===== config.mk =====
export PLATFORM = sky130hd
export DESIGN_NAME = fpu_result_buffer
export DESIGN_NICKNAME = d
export VERILOG_FILES = /design/src/rtl/fpusb_pkg.sv /design/src/rtl/fpu_resbuf_fifo.sv /design/src/rtl/fpu_result_buffer.sv
export SDC_FILE = /design/constraint.sdc
export NUM_CORES = 1
export LEC_CHECK = 0
export ABC_AREA = 1
export BUFFER_PORTS_ARGS = -buffer_cell sky130_fd_sc_hd__clkbuf_2
export CAP_MARGIN = 30
export CORE_ASPECT_RATIO = 1.2
export CORE_MARGIN = 4
export CORE_UTILIZATION = 55
export DETAILED_ROUTE_END_ITERATION = 10
export GPL_ROUTABILITY_DRIVEN = 0
export PLACE_DENSITY = 0.81
export SLEW_MARGIN = 20
export SYNTH_ARGS = -nofsm -noshare
export SYNTH_HDL_FRONTEND = slang
export SYNTH_SLANG_ARGS = --single-unit
export TNS_END_PERCENT = 10

===== constraint.sdc =====
create_clock -name clk_pll -period 4.3 [get_ports clk_pll]
set_input_delay 0 -clock clk_pll [delete_from_list [all_inputs] [get_ports clk_pll]]
set_output_delay 0 -clock clk_pll [all_outputs]
set_load 0.01 [all_outputs]

===== src/rtl/fpusb_pkg.sv =====
// fpusb_pkg: shared constants for the FPU -> USB result path.
//   FPU_WORD_W    result word width (matches the PipeReg data width)
//   FPU_PIPE_LAT  PipeReg latency in clk_pll cycles
//   RESBUF_DEPTH  result FIFO entries (power of two)
//   RESBUF_OCC_W  width of an occupancy / credit count (0..RESBUF_DEPTH)
package fpusb_pkg;
    localparam int FPU_WORD_W   = 27;
    localparam int FPU_PIPE_LAT = 2;
    localparam int RESBUF_DEPTH = 8;
    localparam int RESBUF_OCC_W = $clog2(RESBUF_DEPTH + 1);
endpackage


===== src/rtl/fpu_resbuf_fifo.sv =====
// fpu_resbuf_fifo: synchronous FIFO holding FPU results for the USB side.
// Ports:
//   clk_pll    clock, all updates on the rising edge
//   rst        synchronous active-high reset (pointers and count only)
//   flush      synchronous clear, same effect as rst
//   push       write push_data at the tail (ignored when full)
//   push_data  word to write
//   pop_ready  consumer accepts the head; a pop happens when rd_valid is high too
//   rd_valid   head holds a word
//   rd_data    head word, registered storage, no write-through bypass
//   occupancy  number of stored words
// Storage is not reset, so rd_data is meaningless while rd_valid is low.
module fpu_resbuf_fifo
    import fpusb_pkg::*;
#(
    parameter int W     = FPU_WORD_W,
    parameter int DEPTH = RESBUF_DEPTH
) (
    input  logic                         clk_pll,
    input  logic                         rst,
    input  logic                         flush,
    input  logic                         push,
    input  logic [W-1:0]                 push_data,
    input  logic                         pop_ready,
    output logic                         rd_valid,
    output logic [W-1:0]                 rd_data,
    output logic [$clog2(DEPTH+1)-1:0]   occupancy
);
    localparam int PTR_W = $clog2(DEPTH);
    localparam int OCC_W = $clog2(DEPTH + 1);

    logic [W-1:0]     mem [DEPTH];
    logic [PTR_W-1:0] wr_ptr;
    logic [PTR_W-1:0] rd_ptr;
    logic [OCC_W-1:0] occ;
    logic             empty;
    logic             full;
    logic             do_push;
    logic             do_pop;

    // Full/empty come from the count so the pointers can wrap freely.
    assign empty   = (occ == '0);
    assign full    = (occ == OCC_W'(DEPTH));
    assign do_push = push && !full;
    assign do_pop  = pop_ready && !empty;

    assign rd_valid  = !empty;
    assign rd_data   = mem[rd_ptr];
    assign occupancy = occ;

    always_ff @(posedge clk_pll) begin
        if (do_push) begin
            mem[wr_ptr] <= push_data;
        end
    end

    always_ff @(posedge clk_pll) begin
        if (rst || flush) begin
            wr_ptr <= '0;
            rd_ptr <= '0;
            occ    <= '0;
        end else begin
            if (do_push) begin
                wr_ptr <= wr_ptr + PTR_W'(1);
            end
            if (do_pop) begin
                rd_ptr <= rd_ptr + PTR_W'(1);
            end
            case ({do_push, do_pop})
                2'b10:   occ <= occ + OCC_W'(1);
                2'b01:   occ <= occ - OCC_W'(1);
                default: occ <= occ;
            endcase
        end
    end
endmodule


===== src/rtl/fpu_result_buffer.sv =====
// fpu_result_buffer: captures results leaving the fixed-latency FPU pipe and
// buffers them for the USB transmit side, issuing credits upstream so the pipe
// never delivers a result without a free slot.
// Ports:
//   clk_pll      sole clock
//   rst          synchronous active-high reset
//   flush        (only with FPU_RESBUF_FLUSH_EN) synchronous clear of tags,
//                in-flight count and FIFO; an issue in the same cycle is dropped
//   issue_valid  operands presented to the pipe this cycle
//   issue_ready  a credit is available
//   pipe_out     PipeReg output word
//   res_valid    FIFO head holds a result
//   res_data     FIFO head word
//   res_ready    consumer takes the head
//   occupancy    number of stored results
// Handshakes: a transfer happens on a rising edge where valid && ready are both
// high; valid never depends combinationally on ready, and issue_ready depends
// on registered state only (a pop in the same cycle does not return a credit).
// Optional feature macro: FPU_RESBUF_FLUSH_EN.
module fpu_result_buffer
    import fpusb_pkg::*;
#(
    parameter int num_of_bits  = FPU_WORD_W,
    parameter int num_of_pipes = FPU_PIPE_LAT,
    parameter int depth        = RESBUF_DEPTH
) (
    input  logic                         clk_pll,
    input  logic                         rst,
`ifdef FPU_RESBUF_FLUSH_EN
    input  logic                         flush,
`endif
    input  logic                         issue_valid,
    output logic                         issue_ready,
    input  logic [num_of_bits-1:0]       pipe_out,
    output logic                         res_valid,
    output logic [num_of_bits-1:0]       res_data,
    input  logic                         res_ready,
    output logic [$clog2(depth+1)-1:0]   occupancy
);
    localparam int OCC_W = $clog2(depth + 1);
    localparam int SUM_W = OCC_W + 1;

    logic                    flush_i;
    logic [num_of_pipes-1:0] tag;
    logic [OCC_W-1:0]        inflight;
    logic [SUM_W-1:0]        credit_used;
    logic                    issue_fire;
    logic                    result_wr;

`ifdef FPU_RESBUF_FLUSH_EN
    assign flush_i = flush;
`else
    assign flush_i = 1'b0;
`endif

    // Every issued word is either in the pipe (inflight) or in the FIFO, so
    // this sum bounds what can still arrive; a write can never meet a full FIFO.
    assign credit_used = {1'b0, inflight} + {1'b0, occupancy};
    assign issue_ready = (credit_used < SUM_W'(depth));
    assign issue_fire  = issue_valid && issue_ready && !flush_i;

    // The oldest tag lines up with pipe_out: its word is valid this cycle.
    assign result_wr = tag[num_of_pipes-1];

    always_ff @(posedge clk_pll) begin
        if (rst || flush_i) begin
            tag      <= '0;
            inflight <= '0;
        end else begin
            tag[0] <= issue_fire;
            for (int i = 1; i < num_of_pipes; i++) begin
                tag[i] <= tag[i-1];
            end
            case ({issue_fire, result_wr})
                2'b10:   inflight <= inflight + OCC_W'(1);
                2'b01:   inflight <= inflight - OCC_W'(1);
                default: inflight <= inflight;
            endcase
        end
    end

    fpu_resbuf_fifo #(
        .W     (num_of_bits),
        .DEPTH (depth)
    ) u_fifo (
        .clk_pll   (clk_pll),
        .rst       (rst),
        .flush     (flush_i),
        .push      (result_wr),
        .push_data (pipe_out),
        .pop_ready (res_ready),
        .rd_valid  (res_valid),
        .rd_data   (res_data),
        .occupancy (occupancy)
    );
endmodule


Word-level counts from Yosys, hierarchy flattened
Memories as Yosys holds them, arrays and structs flattened. A register that Yosys moved wholly into a read port is not among the register bits. Cells that the tools add are included.

Memories kept: 1. Logic and storage cells: 33. Output and inout bits: 33. Input bits: 31. Register bits after elaboration: 16. Memory bits (writable): 216.

Memory list: u_fifo.mem (words 8, bits a word 27, rd ports 1, clocked after Yosys merged registers in 1, wr ports 1, RTL line fpu_resbuf_fifo.sv:32) `logic [W-1:0] mem [DEPTH];`.

Add/subtract/negate cells: 7. $lt $le $gt $ge: 1. Mux-type cells: 6. Reduce and logical (&&, ||, !) cells: 8. Equality and inequality tests: 5.

Operators with widths (number): $pmux 4 s2 (2); $add 4x1->4 const B (2); $sub 4x1->4 const B (2); $add 3x1->3 const B (2); $mux 3 (2); $add 4x4->5 (1); $lt 5x4->1 const B (1); $eq 2x1->1 const B (2); $eq 2x2->1 const B (2); $eq 4x4->1 const B (1); $logic_not 4->1 (1); $reduce_bool 2->1 (2); $logic_and 1x1->1 (3); $logic_not 1->1 (2); $mux 1 (2).

Longest topological paths before layout
Depth after elaboration: 5. Depth in mapped cells: 14. Mapped depth without buffers: 14.

Hierarchy
From an unflattened synthesis, not the netlist that was laid out.

Cell total of the unflattened synthesis: 755. Area, all modules: 9507.9 um^2.

By module, submodules not included: fpu_resbuf_fifo (area an instance 9111.2 um^2, cells each 702, sequential area each 6746.5 um^2, times used 1); fpu_result_buffer (area an instance 396.6 um^2, cells each 53, sequential area each 120.1 um^2, times used 1).

Worst setup path after synthesis
Ideal clock, no wire load.

Path kind: reg-to-reg. From: register u_fifo.occ[1], in the netlist u_fifo.occupancy[1]. To: memory u_fifo.mem[0][0] (netlist name) (enable). Arrival time: 2032 ps. Slack: 1857 ps. Path buffers: 0. Library setup time: 411 ps. Clock period less this slack: 2443 ps. Cell stages (with the launch flop): 7. Cells stage by stage: dfxtp_1 -> nor2_1 -> nand3_1 -> nand2_1 -> inv_1 -> nand2_1 -> nor2_1.

Word-level cells in the longest chain between the ends: 5.

RTL lines: start, declared (RTL line fpu_resbuf_fifo.sv:35) `logic [OCC_W-1:0] occ;`; start signal, assigned (RTL line fpu_resbuf_fifo.sv:70) `2'b10: occ <= occ + OCC_W'(1);`; start signal, assigned (RTL line fpu_resbuf_fifo.sv:71) `2'b01: occ <= occ - OCC_W'(1);`; $eq 4x4->1 (RTL line fpu_resbuf_fifo.sv:43) `assign full = (occ == OCC_W'(DEPTH));`; $logic_not 1->1 (RTL line fpu_resbuf_fifo.sv:44) `assign do_push = push && !full;`; $logic_and 1x1->1 (RTL line fpu_resbuf_fifo.sv:44); $mux 1 (RTL line fpu_resbuf_fifo.sv:52) `if (do_push) begin`; $mux 1 (implied by the code) (RTL line fpu_resbuf_fifo.sv:53) `mem[wr_ptr] <= push_data;`; end, declared (RTL line fpu_resbuf_fifo.sv:32).

Every way passes these cells.

==> metrics.yaml <==
antenna_cells: 0
average_wire_per_cell_in_the_routed_design_um: 17.5
critical_path_fanout_max: 56
critPathCaptureType: "output pin"
slew_headroom: 0.537
number_of_distinct_library_cells_after_synthesis: 25
post-synth-top-area-fraction: 0.672
mapped_avg_cell_area_um2: 11.1
clk_transition_reported_paths_ps: 60
die_w_um: 129
post-route-period-util: 0.618
antenna_violations_before_repair: 0
wl_met1_mm: 8.00
cap_violations: 0
initial_core_util: 0.566
classification_of_the_worst_setup_path: "reg -> out"
tritoncts.num_buffers: 22
synth_register_bits: 235
totalNegativeSetupSlack_ps: 0
final.setup_skew_ps: 32.4
critical_path.cell_chain: "buf_4, nor2_1, nor2_1, o21ai_0, nand2_1, nand2_1, nand2_1, clkbuf_2"
p_seq_frac: 0.418
cts_tree: "built"
synth_top_flop_cell: "sky130_fd_sc_hd__edfxtp_1"
cp.arrival_ps: 2660
outcome: "completed"
worst_margin_pin_slew_ps: 694
path_delay_family: "flip-flops"
area.growth.synth_to_final_pct: 16.3
power.internal_mw: 4.36
critPathLaunchType: "flop"
top_signal_layer_used: "met4"
setup_viol: 0
ant_nets: 0
overall_overflow_remaining_after_global_route: 0
largest_vdd_supply_drop_mv: 0.366
final_period_minus_worst_setup_slack_ps: 2660
power-per-cell-area_nw_per_um2: 576
vias: 6528
asyncSetResetFlopFracSynth: 0
crit_path_max_incr_delay_ps: 740
met2RoutedLength_mm: 10.4
most_used_cells_in_the_layout_excluding_fill_and_tap_cells: "230 x sky130_fd_sc_hd__nor2_1, 216 x sky130_fd_sc_hd__edfxtp_1, 166 x sky130_fd_sc_hd__nand2_1, 88 x sky130_fd_sc_hd__o21ai_0, 63 x sky130_fd_sc_hd__clkbuf_2"
ys_top_cells_by_area: "sky130_fd_sc_hd__edfxtp_1 67%, sky130_fd_sc_hd__nor2_1 9.3%, sky130_fd_sc_hd__nand2_1 6.5%"
synthesis.nets: 910
layout-drive-gt1-share: 0.127
die-area_um2: 19700
first_pass_grt_wire_length_mm: 33.0
yosysWarningCount: 0
clockPowerShare: 0.299
switchingPower_mw: 2.10
yosysSeqAreaShare: 0.712
cts_max_path_buffers: 3
synth_edf_count: 216
cts-htree-levels: 1
slew_viol_final: 0
dr_wl_met3_mm: 1.55
grt_max_degree: 109
syn-instance-count: 866
critPathRequiredTime_ps: 4300
share_comb_of_total_power: 0.283
drt_wl_total_mm: 20.8
port-buffer-count: 63
crit_path_top_delay_cell: "sky130_fd_sc_hd__dfxtp_4"
critPathBufInv: 2
place.detailed.hpwl_mm: 10.8
first_global_vias: 6512
final_hold_violating_endpoints: 0
worstSkewPairLatency_ps: 520
synthesis.area_um2: 9650
root_buffer: "sky130_fd_sc_hd__clkbuf_16"
post_cts.resized_instances: 0
fin_util: 0.658
design.core.area_um2: 17000
drt_iter0_markers: 687
number_of_top_level_pins: 64
power_leakage_nw: 4.32
hold_class: "in -> reg"
mostFrequentLayoutCell: "sky130_fd_sc_hd__nor2_1"
power.switching_fraction: 0.326
fp-row-count: 52
setup_repair_after_global_routing_missed_its_margin: "no"
synth_top_area_cell: "sky130_fd_sc_hd__edfxtp_1"
drcViolationCount: 0
critical_path.most_common_cell: "sky130_fd_sc_hd__nand2_1"
vias_per_cell: 5.49
fmaxAchievable_ghz: 0.376
layout.nets: 1002
tritoncts_num_sinks: 235
grt_usage: 0.211
drtPass1Iterations: 5
die_height_um: 153
[cell usage after synthesis (2+ instances only)]
cell and number:
sky130_fd_sc_hd__buf_2 18, sky130_fd_sc_hd__nand3_1 10, sky130_fd_sc_hd__clkbuf_1 12, sky130_fd_sc_hd__nor2_1 238
sky130_fd_sc_hd__o21ai_0 88, sky130_fd_sc_hd__inv_1 26, sky130_fd_sc_hd__edfxtp_1 216, sky130_fd_sc_hd__fa_1 2
sky130_fd_sc_hd__buf_6 6, sky130_fd_sc_hd__dfxtp_1 19, sky130_fd_sc_hd__buf_4 3, sky130_fd_sc_hd__or2_2 2
sky130_fd_sc_hd__ha_1 11, sky130_fd_sc_hd__xnor2_1 2, sky130_fd_sc_hd__a21oi_1 10, sky130_fd_sc_hd__o21ai_1 29
sky130_fd_sc_hd__nand2_1 166
[power by group through the flow]
stage	sequential, mW	combinational [mW]	clock [mW]
2_1_floorplan	2.68	1.31	0
3_3_place_gp	2.74	1.68	0
3_5_place_dp	2.75	1.75	0
4_1_cts	2.70	1.81	1.94
5_1_grt	2.72	2.06	2.04
6_report	2.70	1.83	1.93
[metal layers]
metal / global-route usage / vias up
li1: - / 3108
met1: 0.268 / 3080
met2: 0.360 / 268
met3: 0.0342 / 72
met4: 0.0830 / 0
met5: 0 / -
[sequential cells by signal, indices dropped and copies added, names as in the netlist, named ones only]
signal / cells
inflight: 4
tag: 2
u_fifo.rd_ptr: 3
u_fifo.occupancy: 4
u_fifo.mem: 216
u_fifo.wr_ptr: 3
[layout make-up]
class	count	area (µm²)
sequential	235	6870
fill	1208	5830
multi-input combinational	562	2460
timing repair buffer	108	776
clock buffer	25	562
tap	216	270
clock inverter	15	168
inverter	29	111
[per-stage QoR]
step | setup WS (ps) | cells | power [mW] | cell area, µm² | hold WS [ps]
after floorplan | 1860 | 866 | 3.99 | 9650 | 98.9
after detailed placement | 2050 | 1118 | 4.50 | 10200 | 268
final | 1640 | 1190 | 6.46 | 11200 | 299
after global routing | 1460 | 1190 | 6.82 | 11200 | 311
after CTS | 1590 | 1189 | 6.46 | 11200 | 296
after global placement | 2140 | 1116 | 4.42 | 10100 | 267
[what timing repair did]
action	CTS	global route
hold endpoints to repair	228	0
buffers inserted	0	0
hold buffers	31	0
[final timing paths]
| kind | start | to | slack, ps | depth (start not counted) |
|---|---|---|---|---|
| worst max register to register | u_fifo.occupancy[3] | inflight[3] | 2030 | 10 |
| worst min register to register | tag[0] | tag[1] | 420 | 2 |
| worst min-delay path | pipe_out[16] | u_fifo.mem[5][16] | 300 | 2 |
| worst max-delay path | flop | res_data[6] | 1640 | 8 |
[kinds of logic after synthesis]
| kind of cell | share of synthesized area |
|---|---|
| adders and majority gates | 0.0184 |
| and+or+nand+nor | 0.164 |
| xor gates and xnor gates | 0.00272 |
| AOI/OAI and AO/OA | 0.0675 |
| buffers and inverters | 0.0353 |
| DFF | 0.712 |
(Power assumes the default switching activity.)
